**config.mk**
```make
export PLATFORM = sky130hd
export DESIGN_NAME = sram_access_controller_flat
export DESIGN_NICKNAME = d
export VERILOG_FILES = /design/src/rtl/arm_pkg.sv /design/src/rtl/sram_access_controller_if.sv /design/src/rtl/sram_access_controller_phase_counter.sv /design/src/rtl/sram_access_controller.sv /design/src/flat_wrapper.sv
export SDC_FILE = /design/constraint.sdc
export NUM_CORES = 1
export LEC_CHECK = 0
export BUFFER_PORTS_ARGS = -buffer_cell sky130_fd_sc_hd__buf_2
export CAP_MARGIN = 20
export CORE_UTILIZATION = 44
export CTS_CLUSTER_SIZE = 40
export DETAILED_ROUTE_END_ITERATION = 8
export PLACE_DENSITY = 0.77
export SYNTH_ARGS = -nofsm -noshare
export SYNTH_HDL_FRONTEND = slang
export SYNTH_SLANG_ARGS = --single-unit
```
**constraint.sdc**
```tcl
create_clock -name clk -period 1.6 [get_ports clk]
set_clock_uncertainty 0.1 [all_clocks]
set_input_delay 0.16 -clock clk [delete_from_list [all_inputs] [get_ports clk]]
set_output_delay 0.16 -clock clk [all_outputs]
set_load 0.01 [all_outputs]
```
**src/rtl/arm_pkg.sv**
```systemverilog
// rtl/arm_pkg.sv - shared types and constants for the SRAM access path
package arm_pkg;

  // Access sequencer states: one cycle to accept, two half-word phases, one completion cycle
  typedef enum logic [1:0] {
    IDLE = 2'd0,
    LOW  = 2'd1,
    HIGH = 2'd2,
    DONE = 2'd3
  } sram_state_t;

  // Byte address that maps onto SRAM word 0
  localparam int SRAM_BASE_ADDR = 1024;

  // SRAM half-word address width
  localparam int SRAM_ADDR_W = 18;

endpackage

```
**src/rtl/sram_access_controller_if.sv**
```systemverilog
// rtl/sram_access_controller_if.sv - pipeline request and SRAM pin bundle
interface sram_access_controller_if #(
  parameter int ADDR_W = 18
);

  // Pipeline side
  logic              rd_en;
  logic              wr_en;
  logic [31:0]       address;
  logic [31:0]       write_data;
  logic [31:0]       read_data;
  logic              ready;

  // SRAM side
  logic [ADDR_W-1:0] sram_addr;
  logic [15:0]       sram_dq_o;
  logic [15:0]       sram_dq_i;
  logic              sram_dq_oe;
  logic              sram_we_n;
  logic              sram_oe_n;
  logic              sram_ce_n;
  logic              sram_ub_n;
  logic              sram_lb_n;

  // Pipeline plus SRAM device view: drives requests and read data, observes the controller
  modport master (
    output rd_en, wr_en, address, write_data, sram_dq_i,
    input  read_data, ready, sram_addr, sram_dq_o, sram_dq_oe,
    input  sram_we_n, sram_oe_n, sram_ce_n, sram_ub_n, sram_lb_n
  );

  // Controller view
  modport slave (
    input  rd_en, wr_en, address, write_data, sram_dq_i,
    output read_data, ready, sram_addr, sram_dq_o, sram_dq_oe,
    output sram_we_n, sram_oe_n, sram_ce_n, sram_ub_n, sram_lb_n
  );

endinterface

```
**src/rtl/sram_access_controller_phase_counter.sv**
```systemverilog
// rtl/sram_access_controller_phase_counter.sv - wait-state counter for one half-word phase
module sram_phase_counter #(
  parameter int MAX = 3
) (
  input  logic clk,
  input  logic rst,
  input  logic clr,
  input  logic en,
  output logic last
);

  localparam int CW = (MAX > 1) ? $clog2(MAX) : 1;

  logic [CW-1:0] cnt_q;
  logic [CW-1:0] cnt_d;

  assign last = (cnt_q == CW'(MAX - 1));

  // Count 0..MAX-1 while enabled, wrapping so the next phase starts from zero
  always_comb begin
    cnt_d = cnt_q;
    if (clr) begin
      cnt_d = '0;
    end else if (en) begin
      cnt_d = last ? '0 : cnt_q + CW'(1);
    end
  end

  // Counter register
  always_ff @(posedge clk) begin
    if (!rst) begin
      cnt_q <= '0;
    end else begin
      cnt_q <= cnt_d;
    end
  end

endmodule

```
**src/rtl/sram_access_controller.sv**
```systemverilog
// rtl/sram_access_controller.sv - sequences 32-bit loads/stores as two 16-bit SRAM phases
module sram_access_controller
  import arm_pkg::*;
#(
  parameter int ADDR_W      = SRAM_ADDR_W,
  parameter int BASE_ADDR   = SRAM_BASE_ADDR,
  parameter int WAIT_CYCLES = 3
) (
  input logic                      clk,
  input logic                      rst,
  sram_access_controller_if.slave  bus
);

  sram_state_t       state_q;
  sram_state_t       state_d;
  logic              op_read_q;
  logic [31:0]       addr_q;
  logic [31:0]       wdata_q;
  logic [15:0]       lo_q;
  logic [31:0]       read_data_q;

  logic              req;
  logic              cnt_en;
  logic              cnt_clr;
  logic              cnt_last;
  logic              phase_hi;
  logic              active;
  logic [ADDR_W-2:0] word;

  assign req      = bus.rd_en | bus.wr_en;
  assign phase_hi = (state_q == HIGH);
  assign active   = (state_q == LOW) || (state_q == HIGH);

  // Word offset from the SRAM base; out-of-window addresses simply wrap
  assign word = (ADDR_W-1)'((addr_q - 32'(BASE_ADDR)) >> 2);

  sram_phase_counter #(
    .MAX (WAIT_CYCLES)
  ) u_phase_counter (
    .clk  (clk),
    .rst  (rst),
    .clr  (cnt_clr),
    .en   (cnt_en),
    .last (cnt_last)
  );

  // Next-state logic; DONE always returns to IDLE so a held request is not replayed
  always_comb begin
    state_d = state_q;
    cnt_en  = 1'b0;
    cnt_clr = 1'b1;
    unique case (state_q)
      IDLE: begin
        if (req) state_d = LOW;
      end
      LOW: begin
        cnt_en  = 1'b1;
        cnt_clr = 1'b0;
        if (cnt_last) state_d = HIGH;
      end
      HIGH: begin
        cnt_en  = 1'b1;
        cnt_clr = 1'b0;
        if (cnt_last) state_d = DONE;
      end
      DONE: begin
        state_d = IDLE;
      end
      default: state_d = IDLE;
    endcase
  end

  // State, request latches and read assembly
  always_ff @(posedge clk) begin
    if (!rst) begin
      state_q     <= IDLE;
      op_read_q   <= 1'b0;
      addr_q      <= '0;
      wdata_q     <= '0;
      lo_q        <= '0;
      read_data_q <= '0;
    end else begin
      state_q <= state_d;
      if (state_q == IDLE && req) begin
        op_read_q <= bus.rd_en;
        addr_q    <= bus.address;
        wdata_q   <= bus.write_data;
      end
      if (state_q == LOW && cnt_last && op_read_q) begin
        lo_q <= bus.sram_dq_i;
      end
      if (state_q == HIGH && cnt_last && op_read_q) begin
        read_data_q <= {bus.sram_dq_i, lo_q};
      end
    end
  end

  // SRAM strobes and bus decoded from registered state only
  always_comb begin
    bus.sram_ce_n  = 1'b1;
    bus.sram_oe_n  = 1'b1;
    bus.sram_we_n  = 1'b1;
    bus.sram_dq_oe = 1'b0;
    bus.sram_dq_o  = '0;
    bus.sram_addr  = '0;
    if (active) begin
      bus.sram_ce_n  = 1'b0;
      bus.sram_oe_n  = ~op_read_q;
      bus.sram_we_n  = op_read_q;
      bus.sram_dq_oe = ~op_read_q;
      bus.sram_dq_o  = phase_hi ? wdata_q[31:16] : wdata_q[15:0];
      bus.sram_addr  = {word, phase_hi};
    end
  end

  assign bus.ready     = ((state_q == IDLE) && !req) || (state_q == DONE);
  assign bus.read_data = read_data_q;
  assign bus.sram_ub_n = 1'b0;
  assign bus.sram_lb_n = 1'b0;

endmodule
```
**src/flat_wrapper.sv**
```systemverilog
// flat-port wrapper written by rule: the top's interface ports become plain ports
module sram_access_controller_flat import arm_pkg::*;
#(
  parameter int ADDR_W      = SRAM_ADDR_W,
  parameter int BASE_ADDR   = SRAM_BASE_ADDR,
  parameter int WAIT_CYCLES = 3
)
  (clk, rst, bus_rd_en, bus_wr_en, bus_address, bus_write_data, bus_sram_dq_i, bus_read_data, bus_ready, bus_sram_addr, bus_sram_dq_o, bus_sram_dq_oe, bus_sram_we_n, bus_sram_oe_n, bus_sram_ce_n, bus_sram_ub_n, bus_sram_lb_n);
  sram_access_controller_if #(.ADDR_W(ADDR_W)) bus_i ();
  input logic clk;
  input logic rst;
  input wire logic [$bits(bus_i.rd_en)-1:0] bus_rd_en;
  input wire logic [$bits(bus_i.wr_en)-1:0] bus_wr_en;
  input wire logic [$bits(bus_i.address)-1:0] bus_address;
  input wire logic [$bits(bus_i.write_data)-1:0] bus_write_data;
  input wire logic [$bits(bus_i.sram_dq_i)-1:0] bus_sram_dq_i;
  output wire logic [$bits(bus_i.read_data)-1:0] bus_read_data;
  output wire logic [$bits(bus_i.ready)-1:0] bus_ready;
  output wire logic [$bits(bus_i.sram_addr)-1:0] bus_sram_addr;
  output wire logic [$bits(bus_i.sram_dq_o)-1:0] bus_sram_dq_o;
  output wire logic [$bits(bus_i.sram_dq_oe)-1:0] bus_sram_dq_oe;
  output wire logic [$bits(bus_i.sram_we_n)-1:0] bus_sram_we_n;
  output wire logic [$bits(bus_i.sram_oe_n)-1:0] bus_sram_oe_n;
  output wire logic [$bits(bus_i.sram_ce_n)-1:0] bus_sram_ce_n;
  output wire logic [$bits(bus_i.sram_ub_n)-1:0] bus_sram_ub_n;
  output wire logic [$bits(bus_i.sram_lb_n)-1:0] bus_sram_lb_n;
  assign bus_i.rd_en = bus_rd_en;
  assign bus_i.wr_en = bus_wr_en;
  assign bus_i.address = bus_address;
  assign bus_i.write_data = bus_write_data;
  assign bus_i.sram_dq_i = bus_sram_dq_i;
  assign bus_read_data = bus_i.read_data;
  assign bus_ready = bus_i.ready;
  assign bus_sram_addr = bus_i.sram_addr;
  assign bus_sram_dq_o = bus_i.sram_dq_o;
  assign bus_sram_dq_oe = bus_i.sram_dq_oe;
  assign bus_sram_we_n = bus_i.sram_we_n;
  assign bus_sram_oe_n = bus_i.sram_oe_n;
  assign bus_sram_ce_n = bus_i.sram_ce_n;
  assign bus_sram_ub_n = bus_i.sram_ub_n;
  assign bus_sram_lb_n = bus_i.sram_lb_n;
  sram_access_controller #(.ADDR_W(ADDR_W), .BASE_ADDR(BASE_ADDR), .WAIT_CYCLES(WAIT_CYCLES)) u_core (.clk(clk), .rst(rst), .bus(bus_i));
endmodule
```
==> impl_results.md <==
- Warnings, synthesis: 0
- Final setup violating endpoints: roughly 70
- Layout Utilization: around three quarters
- TNS Setup: -15.12 ns
- CORE AREA: a little over 9000 sq um
- Grt ovf: 0
- DRT iter0 DRCs: between 150 and 200
- Seq cells post-synth: slightly above 100
- CP Max Fanout: 3
- Max Clock Freq: approximately 450 MHz
- Row cnt: 35
- Chip width: approximately 100 um
- Largest net degree at the start of global routing: 71
- Grt met1 use: approximately 27%
- DRC viols: 0
- GR Util met3: between 4 and 5%
- GRT met2 Usage: 46.5%
- Vias: 4633
- Die area: 9950 sq um
- # H-tree levels: 3
- Final period utilization: 140%
- Initial Util: 45.5%
- Clk_lat worst skew: between 0.3 and 0.4 ns
- Fraction of layout cells with a size suffix above 1: roughly 41%
- LEAKAGE: slightly above 3 nW
- Status: finished, violations left
- Reg clk slew, reported paths: ~0.13 ns
- Final worst slack: -0.633 ns
- First-pass GRT wire length: just under 20000 um
- Combinational share of power: about 47%
- Final antenna-violating net count: 0
- Clock tree buffer depth: 2
- Hold Path Class: in -> reg
- Die Height: around 100 um
- GPL Wtd Cong: 0.835
- Failing checks: negative setup slack
- Syn Inst Count: just over 500
- Startpoint Class: flop
- # nets final: 836
- Post-Syn Area per Cell: 8.13 sq um
- Max-slew violations: 0
- Antenna violations before repair: 0
- Clk sinks: about 100
- Drt first pass iters: 5
- Number of CTS-inserted buffers: 9
- Synth-to-layout area growth: 68.9%
- DR vias/cell: between 5 and 6
- Clock share of power: ~18%
- VDD IR max: 0.869 mV
- Critical path data arrival time: roughly 2 ns
- Count of boundary I/O pins: ~160
- # diodes: 0
- Hold violation count in the final report: 0
- Vias in the first global route: 4291
- Wirelength per Cell: between 15 and 20 um
- DP HPWL: roughly 7000 um
- GRT Util Overall: 25.1%
- Most common cell after layout, fill and taps aside: nand2_1
- WL final: about 15000 um
- Power per Cell Area: between 1000 and 1500 nW/um^2
- Clock Root Buffer: clkbuf_8
- Mapped Area: about 4200 sq um
- Sequential Power Share: approximately a third
- Cell-internal power: about 5.7 mW
- Commonest cells after routing, fill and taps aside: 134 x nand2_1, 124 x buf_2, 96 x dfxtp_1
- Sw Share: 37.0%
- MaxCap Viol Count: 0
- Tmin final: around 2.2 ns
- I/O Buffers: 139
- Gr busiest metal: met2
- CTS tree: yes
- Psw: 3.36 mW
- Setup crit end kind: output port
- Sequential element share of the synthesized area: 48.6%
- Kind of critical path: reg -> out
- Unrepaired setup endpoints after global routing: yes
- CP required: roughly 1.3 ns
- Netlist cell types: 36
==> critical path, cell delays in order, from the launching register on <==
cell,delay (ns)
dfxtp_2,0.35
inv_2,0.06
ha_4,0.12
or4b_4,0.47
or3_4,0.35
a21oi_2,0.13
buf_2,0.14
==> Yosys cell counts (all sizes together) <==
cell type	n	area, sq um
inv	7	26.3
a21boi	50	375
o31ai	3	22.5
a21oi	3	15.0
o211a	1	10.0
clkbuf	32	120
or3	2	12.5
o21ai	50	250
nand2b	3	18.8
or4b	1	13.8
and2	8	50.1
o211ai	1	7.51
ha	5	62.6
xnor2	2	17.5
or2	1	6.26
or4	2	15.0
nor4	1	6.26
nand3	48	240
a22oi	1	7.51
conb	1	3.75
a211o	1	8.76
mux2i	18	180
nor2	22	82.6
buf	9	47.5
a21o	1	7.51
nand2	136	510
dfxtp	102	2040
nand4b	2	17.5
nor3b	1	7.51
o21a	1	7.51
nor3	2	10.0
==> what timing repair did <==
action,4_1_cts,5_1_grt
resized for setup,41,129
pin swaps,14,33
hold buffers,66,0
endpoints found under the hold margin,82,0
endpoints found under the setup margin,38,94
cloned,2,9
setup buffers,11,12
==> sequential cells by signal, indices dropped and copies added, names as in the netlist <==
signal / flops
u_core.state_q: 2
u_core.op_read_q: 1
u_core.u_phase_counter.cnt_q: 2
u_core.addr_q: 17
u_core.bus.read_data: 32
u_core.lo_q: 16
u_core.wdata_q: 32
==> path summary, 6_finish.rpt <==
kind,slack (ns),startpoint,cells past startpoint,end
worst max-delay path,-0.63,u_core.addr_q[11],6,bus_sram_addr[15]
worst min-delay path,0.22,rst,4,u_core.bus.read_data[11]
worst max register to register,-0.20,u_core.state_q[1],8,u_core.bus.read_data[15]
worst min register to register,0.36,u_core.lo_q[11],2,u_core.bus.read_data[11]
==> final cells by class <==
| cell class | count | area [sq um] |
|---|---|---|
| Fill cell | 587 | 2140 |
| Inverter | 7 | 36.3 |
| Clock buffer | 9 | 124 |
| Timing Repair Buffer | 259 | 2210 |
| Multi-Input combinational cell | 368 | 2430 |
| Clock inverter | 7 | 91.3 |
| Tap cell | 129 | 161 |
| Sequential cell | 102 | 2050 |
==> logic make-up (layout without fill, tap and decap cells) <==
| family | after synthesis | in the layout | share of synthesized area (%) |
|---|---|---|---|
| compound gates | 112 | 112 | 16.9 |
| xor+xnor | 2 | 2 | 0.417 |
| fa+ha+maj | 5 | 5 | 1.49 |
| buf+inv | 48 | 282 | 4.61 |
| flops | 102 | 102 | 48.6 |
| mux | 18 | 18 | 4.29 |
| other cells | 1 | 2 | 0.0892 |
| simple gates | 229 | 229 | 23.6 |
==> metal layers <==
layer  wire [um]  up-vias
li1            -     2182
met1        5540     2201
met2        7860      196
met3         769       54
met4         495        0
met5           0        -
==> power by group through the flow <==
stage | logic [mW] | clock network, mW | registers [mW]
finish | 4.26 | 1.66 | 3.17
global route | 4.52 | 1.79 | 3.20
detailed placement | 2.71 | 0 | 3.14
global placement | 2.65 | 0 | 3.12
CTS | 3.50 | 1.69 | 3.09
floorplan | 1.61 | 0 | 3.11
==> stage by stage <==
stage | cell area (sq um) | std cells | hold WS, ns | setup WS (ns) | power (mW)
2_1_floorplan | 4270 | 518 | 0.187 | -0.183 | 4.71
3_3_place_gp | 5250 | 769 | 0.299 | -0.240 | 5.77
3_5_place_dp | 5250 | 769 | 0.305 | -0.269 | 5.86
4_1_cts | 6410 | 863 | 0.179 | -0.624 | 8.29
5_1_grt | 7100 | 881 | 0.213 | -0.708 | 9.51
6_report | 7100 | 881 | 0.215 | -0.633 | 9.09
(Power assumes the default switching activity.)
